## src/rtl/pi1_pkg.sv

```systemverilog
// rtl/pi1_pkg.sv - pi1 op codes, arbiter state encoding and clog2 helper
package pi1_pkg;

  localparam logic [1:0] MEMNOOP        = 2'b00;
  localparam logic [1:0] MEMWRITEOP     = 2'b01;
  localparam logic [1:0] MEMREADOP      = 2'b10;
  localparam logic [1:0] MEMREADWRITEOP = 2'b11;

  localparam logic [1:0] ST_IDLE   = 2'd0;
  localparam logic [1:0] ST_ACTIVE = 2'd1;
  localparam logic [1:0] ST_RESP   = 2'd2;

  typedef enum logic [1:0] {
    IDLE   = ST_IDLE,
    ACTIVE = ST_ACTIVE,
    RESP   = ST_RESP
  } st_t;

  function automatic int clog2(input int value);
    int r;
    r = 0;
    while ((1 << r) < value) r++;
    return r;
  endfunction

endpackage

```

## src/rtl/pi1_rr_arbiter_if.sv

```systemverilog
// rtl/pi1_rr_arbiter_if.sv - master-side and slave-side pi1 signals of the arbiter
// m_pi1_lock_i exists only when PI1ARB_LOCK_EN is defined.
interface pi1_rr_arbiter_if #(
  parameter int MASTERCOUNT = 4,
  parameter int ARCHBITSZ   = 32
);
  import pi1_pkg::*;

  localparam int SELBITSZ  = ARCHBITSZ / 8;
  localparam int ADDRBITSZ = ARCHBITSZ - clog2(SELBITSZ);

  logic [2*MASTERCOUNT-1:0]         m_pi1_op_i;
  logic [ADDRBITSZ*MASTERCOUNT-1:0] m_pi1_addr_i;
  logic [ARCHBITSZ*MASTERCOUNT-1:0] m_pi1_data_i;
  logic [SELBITSZ*MASTERCOUNT-1:0]  m_pi1_sel_i;
  logic [ARCHBITSZ-1:0]             m_pi1_data_o;
  logic [MASTERCOUNT-1:0]           m_pi1_rdy_o;
`ifdef PI1ARB_LOCK_EN
  logic [MASTERCOUNT-1:0]           m_pi1_lock_i;
`endif
  logic [1:0]                       s_pi1_op_o;
  logic [ADDRBITSZ-1:0]             s_pi1_addr_o;
  logic [ARCHBITSZ-1:0]             s_pi1_data_o;
  logic [SELBITSZ-1:0]              s_pi1_sel_o;
  logic [ARCHBITSZ-1:0]             s_pi1_data_i;
  logic                             s_pi1_rdy_i;

  // Arbiter view.
  modport slave (
`ifdef PI1ARB_LOCK_EN
    input  m_pi1_lock_i,
`endif
    input  m_pi1_op_i, m_pi1_addr_i, m_pi1_data_i, m_pi1_sel_i,
    output m_pi1_data_o, m_pi1_rdy_o,
    output s_pi1_op_o, s_pi1_addr_o, s_pi1_data_o, s_pi1_sel_o,
    input  s_pi1_data_i, s_pi1_rdy_i
  );

  // Surrounding system view: requesting masters plus the memory slave.
  modport master (
`ifdef PI1ARB_LOCK_EN
    output m_pi1_lock_i,
`endif
    output m_pi1_op_i, m_pi1_addr_i, m_pi1_data_i, m_pi1_sel_i,
    input  m_pi1_data_o, m_pi1_rdy_o,
    input  s_pi1_op_o, s_pi1_addr_o, s_pi1_data_o, s_pi1_sel_o,
    output s_pi1_data_i, s_pi1_rdy_i
  );

endinterface

```

## src/rtl/pi1_rr_pick.sv

```systemverilog
// rtl/pi1_rr_pick.sv - rotate-priority encoder: first set req bit after ptr, modulo N
module pi1_rr_pick
  import pi1_pkg::*;
#(
  parameter int N  = 4,
  parameter int IW = clog2(N)
) (
  input  logic [N-1:0]  req,
  input  logic [IW-1:0] ptr,
  output logic          valid,
  output logic [IW-1:0] idx
);

  logic [N-1:0] rot;
  int           off;

  always_comb begin
    // bit k of rot is master (ptr+1+k) mod N
    rot   = N'({req, req} >> (int'(ptr) + 1));
    valid = |rot;
    off   = 0;
    for (int k = N - 1; k >= 0; k--) begin
      if (rot[k]) off = k;
    end
    off = off + int'(ptr) + 1;
    if (off >= N) off = off - N;
    idx = IW'(off);
  end

endmodule

```

## src/rtl/pi1_rr_arbiter.sv

```systemverilog
// rtl/pi1_rr_arbiter.sv - round-robin arbiter sharing one pi1 slave port among MASTERCOUNT masters
// Define PI1ARB_LOCK_EN to add m_pi1_lock_i grant holding.
module pi1_rr_arbiter
  import pi1_pkg::*;
#(
  parameter int MASTERCOUNT = 4,
  parameter int ARCHBITSZ   = 32
) (
  input logic             clk_i,
  input logic             rst_i,
  pi1_rr_arbiter_if.slave bus
);

  localparam int SELBITSZ  = ARCHBITSZ / 8;
  localparam int ADDRBITSZ = ARCHBITSZ - clog2(SELBITSZ);
  localparam int IDXW      = clog2(MASTERCOUNT);

  st_t                  st, st_nxt;
  logic [IDXW-1:0]      gnt, gnt_nxt;
  logic [IDXW-1:0]      ptr, ptr_nxt;
  logic [MASTERCOUNT-1:0] req;
  logic                 pick_valid;
  logic [IDXW-1:0]      pick_idx;
  logic                 done;
  logic [1:0]           g_op;
  logic [ADDRBITSZ-1:0] g_addr;
  logic [ARCHBITSZ-1:0] g_data;
  logic [SELBITSZ-1:0]  g_sel;
`ifdef PI1ARB_LOCK_EN
  logic                 held, held_nxt;
`endif

  always_comb begin
    req = '0;
    for (int i = 0; i < MASTERCOUNT; i++) begin
      req[i] = (bus.m_pi1_op_i[2*i +: 2] != MEMNOOP);
    end
  end

  pi1_rr_pick #(
    .N  (MASTERCOUNT),
    .IW (IDXW)
  ) u_pick (
    .req   (req),
    .ptr   (ptr),
    .valid (pick_valid),
    .idx   (pick_idx)
  );

  // Forwarded request is selected by the registered gnt only, never by the picker.
  always_comb begin
    g_op   = MEMNOOP;
    g_addr = '0;
    g_data = '0;
    g_sel  = '0;
    for (int i = 0; i < MASTERCOUNT; i++) begin
      if (gnt == IDXW'(i)) begin
        g_op   = bus.m_pi1_op_i[2*i +: 2];
        g_addr = bus.m_pi1_addr_i[ADDRBITSZ*i +: ADDRBITSZ];
        g_data = bus.m_pi1_data_i[ARCHBITSZ*i +: ARCHBITSZ];
        g_sel  = bus.m_pi1_sel_i[SELBITSZ*i +: SELBITSZ];
      end
    end
  end

  assign bus.m_pi1_data_o = bus.s_pi1_data_i;

  always_ff @(posedge clk_i or negedge rst_i) begin
    if (!rst_i) begin
      st   <= IDLE;
      gnt  <= '0;
      ptr  <= IDXW'(MASTERCOUNT - 1);
`ifdef PI1ARB_LOCK_EN
      held <= 1'b0;
`endif
    end else begin
      st   <= st_nxt;
      gnt  <= gnt_nxt;
      ptr  <= ptr_nxt;
`ifdef PI1ARB_LOCK_EN
      held <= held_nxt;
`endif
    end
  end

  always_comb begin
    st_nxt           = st;
    gnt_nxt          = gnt;
    ptr_nxt          = ptr;
    done             = 1'b0;
`ifdef PI1ARB_LOCK_EN
    held_nxt         = held;
`endif
    bus.s_pi1_op_o   = MEMNOOP;
    bus.s_pi1_addr_o = '0;
    bus.s_pi1_data_o = '0;
    bus.s_pi1_sel_o  = '0;
    bus.m_pi1_rdy_o  = '0;

    case (st)
      IDLE: begin
`ifdef PI1ARB_LOCK_EN
        held_nxt = 1'b0;
        if (held && req[gnt]) begin
          st_nxt = ACTIVE;
        end else
`endif
        if (pick_valid) begin
          gnt_nxt = pick_idx;
          st_nxt  = ACTIVE;
        end
      end

      ACTIVE: begin
        bus.s_pi1_op_o       = g_op;
        bus.s_pi1_addr_o     = g_addr;
        bus.s_pi1_data_o     = g_data;
        bus.s_pi1_sel_o      = g_sel;
        bus.m_pi1_rdy_o[gnt] = bus.s_pi1_rdy_i;
        if (g_op == MEMNOOP) begin
          // master withdrew before acceptance; release the port rather than hang
          done = 1'b1;
        end else if (bus.s_pi1_rdy_i) begin
          case (g_op)
            MEMWRITEOP:                done   = 1'b1;
            MEMREADOP, MEMREADWRITEOP: st_nxt = RESP;
            default:                   done   = 1'b1;
          endcase
        end
      end

      RESP: begin
        bus.m_pi1_rdy_o[gnt] = bus.s_pi1_rdy_i;
        if (bus.s_pi1_rdy_i) done = 1'b1;
      end

      default: st_nxt = IDLE;
    endcase

    if (done) begin
      st_nxt = IDLE;
`ifdef PI1ARB_LOCK_EN
      if (bus.m_pi1_lock_i[gnt]) held_nxt = 1'b1;
      else                       ptr_nxt  = gnt;
`else
      ptr_nxt = gnt;
`endif
    end
  end

endmodule

```

## src/flat_wrapper.sv

```systemverilog
// flat-port wrapper written by rule: the top's interface ports become plain ports
module pi1_rr_arbiter_flat import pi1_pkg::*;
#(
  parameter int MASTERCOUNT = 4,
  parameter int ARCHBITSZ   = 32
)
  (clk_i, rst_i, bus_m_pi1_op_i, bus_m_pi1_addr_i, bus_m_pi1_data_i, bus_m_pi1_sel_i, bus_m_pi1_data_o, bus_m_pi1_rdy_o, bus_s_pi1_op_o, bus_s_pi1_addr_o, bus_s_pi1_data_o, bus_s_pi1_sel_o, bus_s_pi1_data_i, bus_s_pi1_rdy_i);
  pi1_rr_arbiter_if #(.MASTERCOUNT(MASTERCOUNT), .ARCHBITSZ(ARCHBITSZ)) bus_i ();
  input logic clk_i;
  input logic rst_i;
  input wire logic [$bits(bus_i.m_pi1_op_i)-1:0] bus_m_pi1_op_i;
  input wire logic [$bits(bus_i.m_pi1_addr_i)-1:0] bus_m_pi1_addr_i;
  input wire logic [$bits(bus_i.m_pi1_data_i)-1:0] bus_m_pi1_data_i;
  input wire logic [$bits(bus_i.m_pi1_sel_i)-1:0] bus_m_pi1_sel_i;
  output wire logic [$bits(bus_i.m_pi1_data_o)-1:0] bus_m_pi1_data_o;
  output wire logic [$bits(bus_i.m_pi1_rdy_o)-1:0] bus_m_pi1_rdy_o;
  output wire logic [$bits(bus_i.s_pi1_op_o)-1:0] bus_s_pi1_op_o;
  output wire logic [$bits(bus_i.s_pi1_addr_o)-1:0] bus_s_pi1_addr_o;
  output wire logic [$bits(bus_i.s_pi1_data_o)-1:0] bus_s_pi1_data_o;
  output wire logic [$bits(bus_i.s_pi1_sel_o)-1:0] bus_s_pi1_sel_o;
  input wire logic [$bits(bus_i.s_pi1_data_i)-1:0] bus_s_pi1_data_i;
  input wire logic [$bits(bus_i.s_pi1_rdy_i)-1:0] bus_s_pi1_rdy_i;
  assign bus_i.m_pi1_op_i = bus_m_pi1_op_i;
  assign bus_i.m_pi1_addr_i = bus_m_pi1_addr_i;
  assign bus_i.m_pi1_data_i = bus_m_pi1_data_i;
  assign bus_i.m_pi1_sel_i = bus_m_pi1_sel_i;
  assign bus_m_pi1_data_o = bus_i.m_pi1_data_o;
  assign bus_m_pi1_rdy_o = bus_i.m_pi1_rdy_o;
  assign bus_s_pi1_op_o = bus_i.s_pi1_op_o;
  assign bus_s_pi1_addr_o = bus_i.s_pi1_addr_o;
  assign bus_s_pi1_data_o = bus_i.s_pi1_data_o;
  assign bus_s_pi1_sel_o = bus_i.s_pi1_sel_o;
  assign bus_i.s_pi1_data_i = bus_s_pi1_data_i;
  assign bus_i.s_pi1_rdy_i = bus_s_pi1_rdy_i;
  pi1_rr_arbiter #(.MASTERCOUNT(MASTERCOUNT), .ARCHBITSZ(ARCHBITSZ)) u_core (.clk_i(clk_i), .rst_i(rst_i), .bus(bus_i));
endmodule
```

## config.mk

```make
export PLATFORM = sky130hd
export DESIGN_NAME = pi1_rr_arbiter_flat
export DESIGN_NICKNAME = d
export VERILOG_FILES = /design/src/rtl/pi1_pkg.sv /design/src/rtl/pi1_rr_arbiter_if.sv /design/src/rtl/pi1_rr_pick.sv /design/src/rtl/pi1_rr_arbiter.sv /design/src/flat_wrapper.sv
export SDC_FILE = /design/constraint.sdc
export NUM_CORES = 1
export LEC_CHECK = 0
export ABC_AREA = 1
export ABC_CLOCK_PERIOD_IN_PS = 2850
export BUFFER_PORTS_ARGS = -buffer_cell sky130_fd_sc_hd__buf_4
export CORE_AREA = 2 2 158 160
export CTS_CLUSTER_SIZE = 25
export DETAILED_ROUTE_END_ITERATION = 6
export DIE_AREA = 0 0 160 162
export PLACE_DENSITY = 0.5
export SYNTH_ARGS = -nofsm -noshare
export SYNTH_HDL_FRONTEND = slang
export SYNTH_HIERARCHICAL = 1
export SYNTH_SLANG_ARGS = --single-unit
```

## constraint.sdc

```tcl
create_clock -name clk_i -period 2.85 [get_ports clk_i]
set_clock_uncertainty 0.05 [all_clocks]
set_input_delay 0.57 -clock clk_i [delete_from_list [all_inputs] [get_ports clk_i]]
set_output_delay 0.57 -clock clk_i [all_outputs]
set_load 0.01 [all_outputs]
```

==> results.txt <==
----------------------------------------------------
[Drt]
  Total length of routed wires ... roughly 19,000 um
  Vias after detailed routing ... roughly 5,100
  Count of routing violations after the opening detailed-route iteration ... between 200 and 300
  Sum of met2 wire segment lengths after detailed routing ... 9590 um
  Met3 routed WL ... 1840 um
  Average vias per placed instance ... 4.31
  DRT Pass-1 Iters ... 4
  Highest Signal Layer ... met5
  Routed length per placed instance ... 16.6 um
  Remaining number of nets flagged by the antenna check after routing ... 0
  Met1 Wirelength ... 7550 um
  Residual DRC count ... 0

[Clock tree]
  Post-CTS setup buffers ... 0
  TritonCTS clock tree ... done
  CTS resizes ... 0
  Number of buffers on the longest clock path ... 2
  Hold bufs inserted after CTS ... 0
  CTS H-tree depth ... 1
  Number of CTS-inserted buffers ... 3
  Clock transition at the register clock pins on the worst setup and hold paths after CTS ... around 30 ps
  Number of clock sinks seen by CTS ... 6
  CTS Root Buffer Type ... clkbuf_16
  Source-to-sink clock delay at the later pin of the worst-skew pair ... 230 ps

[Placement]
  Cells after DPL ... ~1,200
  Final estimated routing congestion in global placement ... 0.872
  Count of buffers from port buffering ... 346
  Detailed placer's ending HPWL ... ~16,000 um

[Finish]
  Commonest non-fill, non-tap cell in the layout ... buf_4
  Ant. Diodes ... 0
  Commonest non-fill, non-tap cells in the layout ... 358 x buf_4, 102 x nand2_1, 89 x nand3_1
  Number of filler cells placed in the layout ... about 2,800
  Area occupied by multi-input gates ... 2160 um2
  FF+latch area ... 154 um2
  Number of standard cells in the layout, taps in and fillers out ... around 1,200
  Proportion of layout cells with a drive suffix above 1 ... 0.455
  Number of nets at the end of the flow ... about 1,200
  Area delta synth->final ... 94.0%

[Critical path]
  Worst setup path class ... reg -> out
  Reg2Reg Capture Point ... u_core/st[0]
  Length in cells of the worst reg-to-reg path ... 7
  Slowest cell delay on critical path ... approximately 500 ps
  Startpoint of the worst setup timing path ... u_core/gnt[0]
  Cell with the biggest individual delay on the critical path ... dfrtp_2
  WP data arrival ... around 2100 ps
  Crit path launch type ... flop
  Worst setup slack for register-to-register paths ... roughly 840 ps
  Cell-by-cell listing of the critical path ... clkinv_2 > buf_4 > nor2_1 > nor2_1 > o221ai_1 > a21oi_1 > buf_4
  Category of the worst setup path capture point ... output pin
  Crit-path max FO ... 24
  Worst path required time ... roughly 2200 ps
  R2r startpoint ... u_core/st[0]
  Worst setup path endpoint ... bus_s_pi1_addr_o[24]

[Yosys]
  Post-synthesis sequential element count ... 6
  Post-synth net total ... 869
  Sequential-to-total area share from yosys stat ... 0.0512
  Number of distinct standard cells referenced by the synthesized netlist ... 30
  Gate Count Post-Synth ... 558
  Count of flip-flops with a built-in enable after synthesis ... 0
  Dominant cell type by area after synthesis ... nand3_1
  Ranking of synthesized cells by area ... nand3_1 15%, nand2_1 13%, buf_4 9.1%
  YS warnings ... 6
  Average cell area after synthesis ... 5.34 um2
  Area share of the largest cell type after synthesis ... 0.150
  Netlist area before placement ... 2980 um2
  Synth async-reset ratio ... 1.00
  Most instantiated flip-flop cell in the synthesis netlist ... dfrtp_1

[STA]
  Minimum hold slack ... just under 100 ps
  RSZ-0062 raised after global routing ... no
  Headroom to the max-slew limit ... 0.316
  Max frequency ... 373 MHz
  Final-report hold violation count ... 0
  Accumulated negative setup slack ... 0 ps
  Final max-slew violation count ... 0
  Measured slew at the worst slew-check pin ... approximately 1000 ps
  Part of the cycle the worst path needs ... 0.940
  Setup violation total in the final timing report ... 0
  Minimum clock period ... ~2700 ps

[Die]
  Core Box Area ... 24,100 um2
  Initial Util ... 0.124
  Die H ... between 150 and 200 um
  Site Rows ... 57
  Area of the die ... 25,900 um2
  Chip Width ... 160 um
  Boundary pin count ... about 400

[Outcome]
  Outcome ... complete, no violations

[GRT]
  Number of global-route vias before repair ... between 5,000 and 6,000
  Pin count of the biggest net entering global routing ... just under 70
  Congestion Overflow GR ... 0
  Global Route Usage Sum ... 0.139
  Number of antenna violations at the first check in global routing ... 1
  Global-route wire length before repair ... 28,600 um

[Power and ir drop]
  Power density normalized to cell area ... 919 nW/um2
  Cell Int Power ... 2330 uW
  Comb power frac ... 0.914
  Switching part of the total power ... 0.561
  Sequential share of power ... 0.042
  Clock share of power ... 0.044
  Max VDD drop ... approximately 0.48 mV
  Leakage component of the power ... ~0.0030 uW
  Net load switching power ... 2980 uW

[Job]
  Max-cap violations ... 0

[Min path]
  Worst min-delay path class ... in -> async

----------------------------------------------------
routing by layer:
layer,GRT usage,vias up
li1,-,2455
met1,0.159,2255
met2,0.261,316
met3,0.0332,24
met4,0.0336,2
met5,0,-
final cells by class:
type | count | share of cell area
well taps | 324 | 0.0701
inverters | 55 | 0.0362
flip-flops and latches | 6 | 0.0266
repair buffers | 362 | 0.479
multi-input cells | 420 | 0.375
clock buffers | 4 | 0.0136
power groups by stage:
stage | sequential, uW | combinational (uW) | clock [uW]
3_3_place_gp | 225 | 4940 | 0
6_report | 225 | 4860 | 232
3_5_place_dp | 227 | 4920 | 0
5_1_grt | 237 | 5380 | 243
2_1_floorplan | 189 | 2820 | 0
4_1_cts | 226 | 4940 | 238
cells by family (layout without fill, tap and decap cells):
kind of cell,after synthesis,count (layout),share of synthesized area
adders and majority gates,4,4,0.0168
xor gates and xnor gates,1,1,0.00294
AOI/OAI and AO/OA,140,140,0.304
buffers and inverters,132,421,0.225
and+or+nand+nor,275,275,0.401
DFF,6,6,0.0512
registers in the layout, indices dropped and copies added, names as in the netlist:
signal,cells
u_core/gnt,2
u_core/ptr,2
u_core/st,2
worst max-delay path, delay by kind of cell, from the launching register on:
| family | cells | cell delay, ps |
|---|---|---|
| buffers and inverters | 3 | 970 |
| DFF | 1 | 510 |
| AOI/OAI and AO/OA | 2 | 180 |
| and+or+nand+nor | 2 | 150 |
cell usage after synthesis (4+ instances only):
library cell / number
dfrtp_1: 4
buf_2: 18
o21a_1: 4
o22ai_1: 4
o221ai_1: 27
clkbuf_1: 20
ha_1: 4
buf_4: 36
o211ai_1: 35
inv_1: 48
inv_2: 5
nand3_1: 89
nor2_1: 72
a21oi_1: 29
o21ai_0: 39
nand2_1: 102
how the worst min path moves through the flow:
stage,startpoint,to,slack [ps]
3_3_place_gp,rst_i,u_core/st[1],340
4_1_cts,rst_i,u_core/gnt[1],100
2_1_floorplan,rst_i,u_core/gnt[0],220
6_report,rst_i,u_core/gnt[1],100
5_1_grt,rst_i,u_core/gnt[1],100
3_5_place_dp,rst_i,u_core/st[1],340
per-stage QoR:
step           power, uW  area, um2  setup WS (ps)  utilization
6_report            5310       5780            172        0.240
3_3_place_gp        5170       5700            413        0.236
5_1_grt             5860       5780           4.13        0.240
2_1_floorplan       3010       2980            764            -
3_5_place_dp        5150       5700            323        0.236
4_1_cts             5410       5780           74.8        0.240
(Power assumes the default switching activity.)
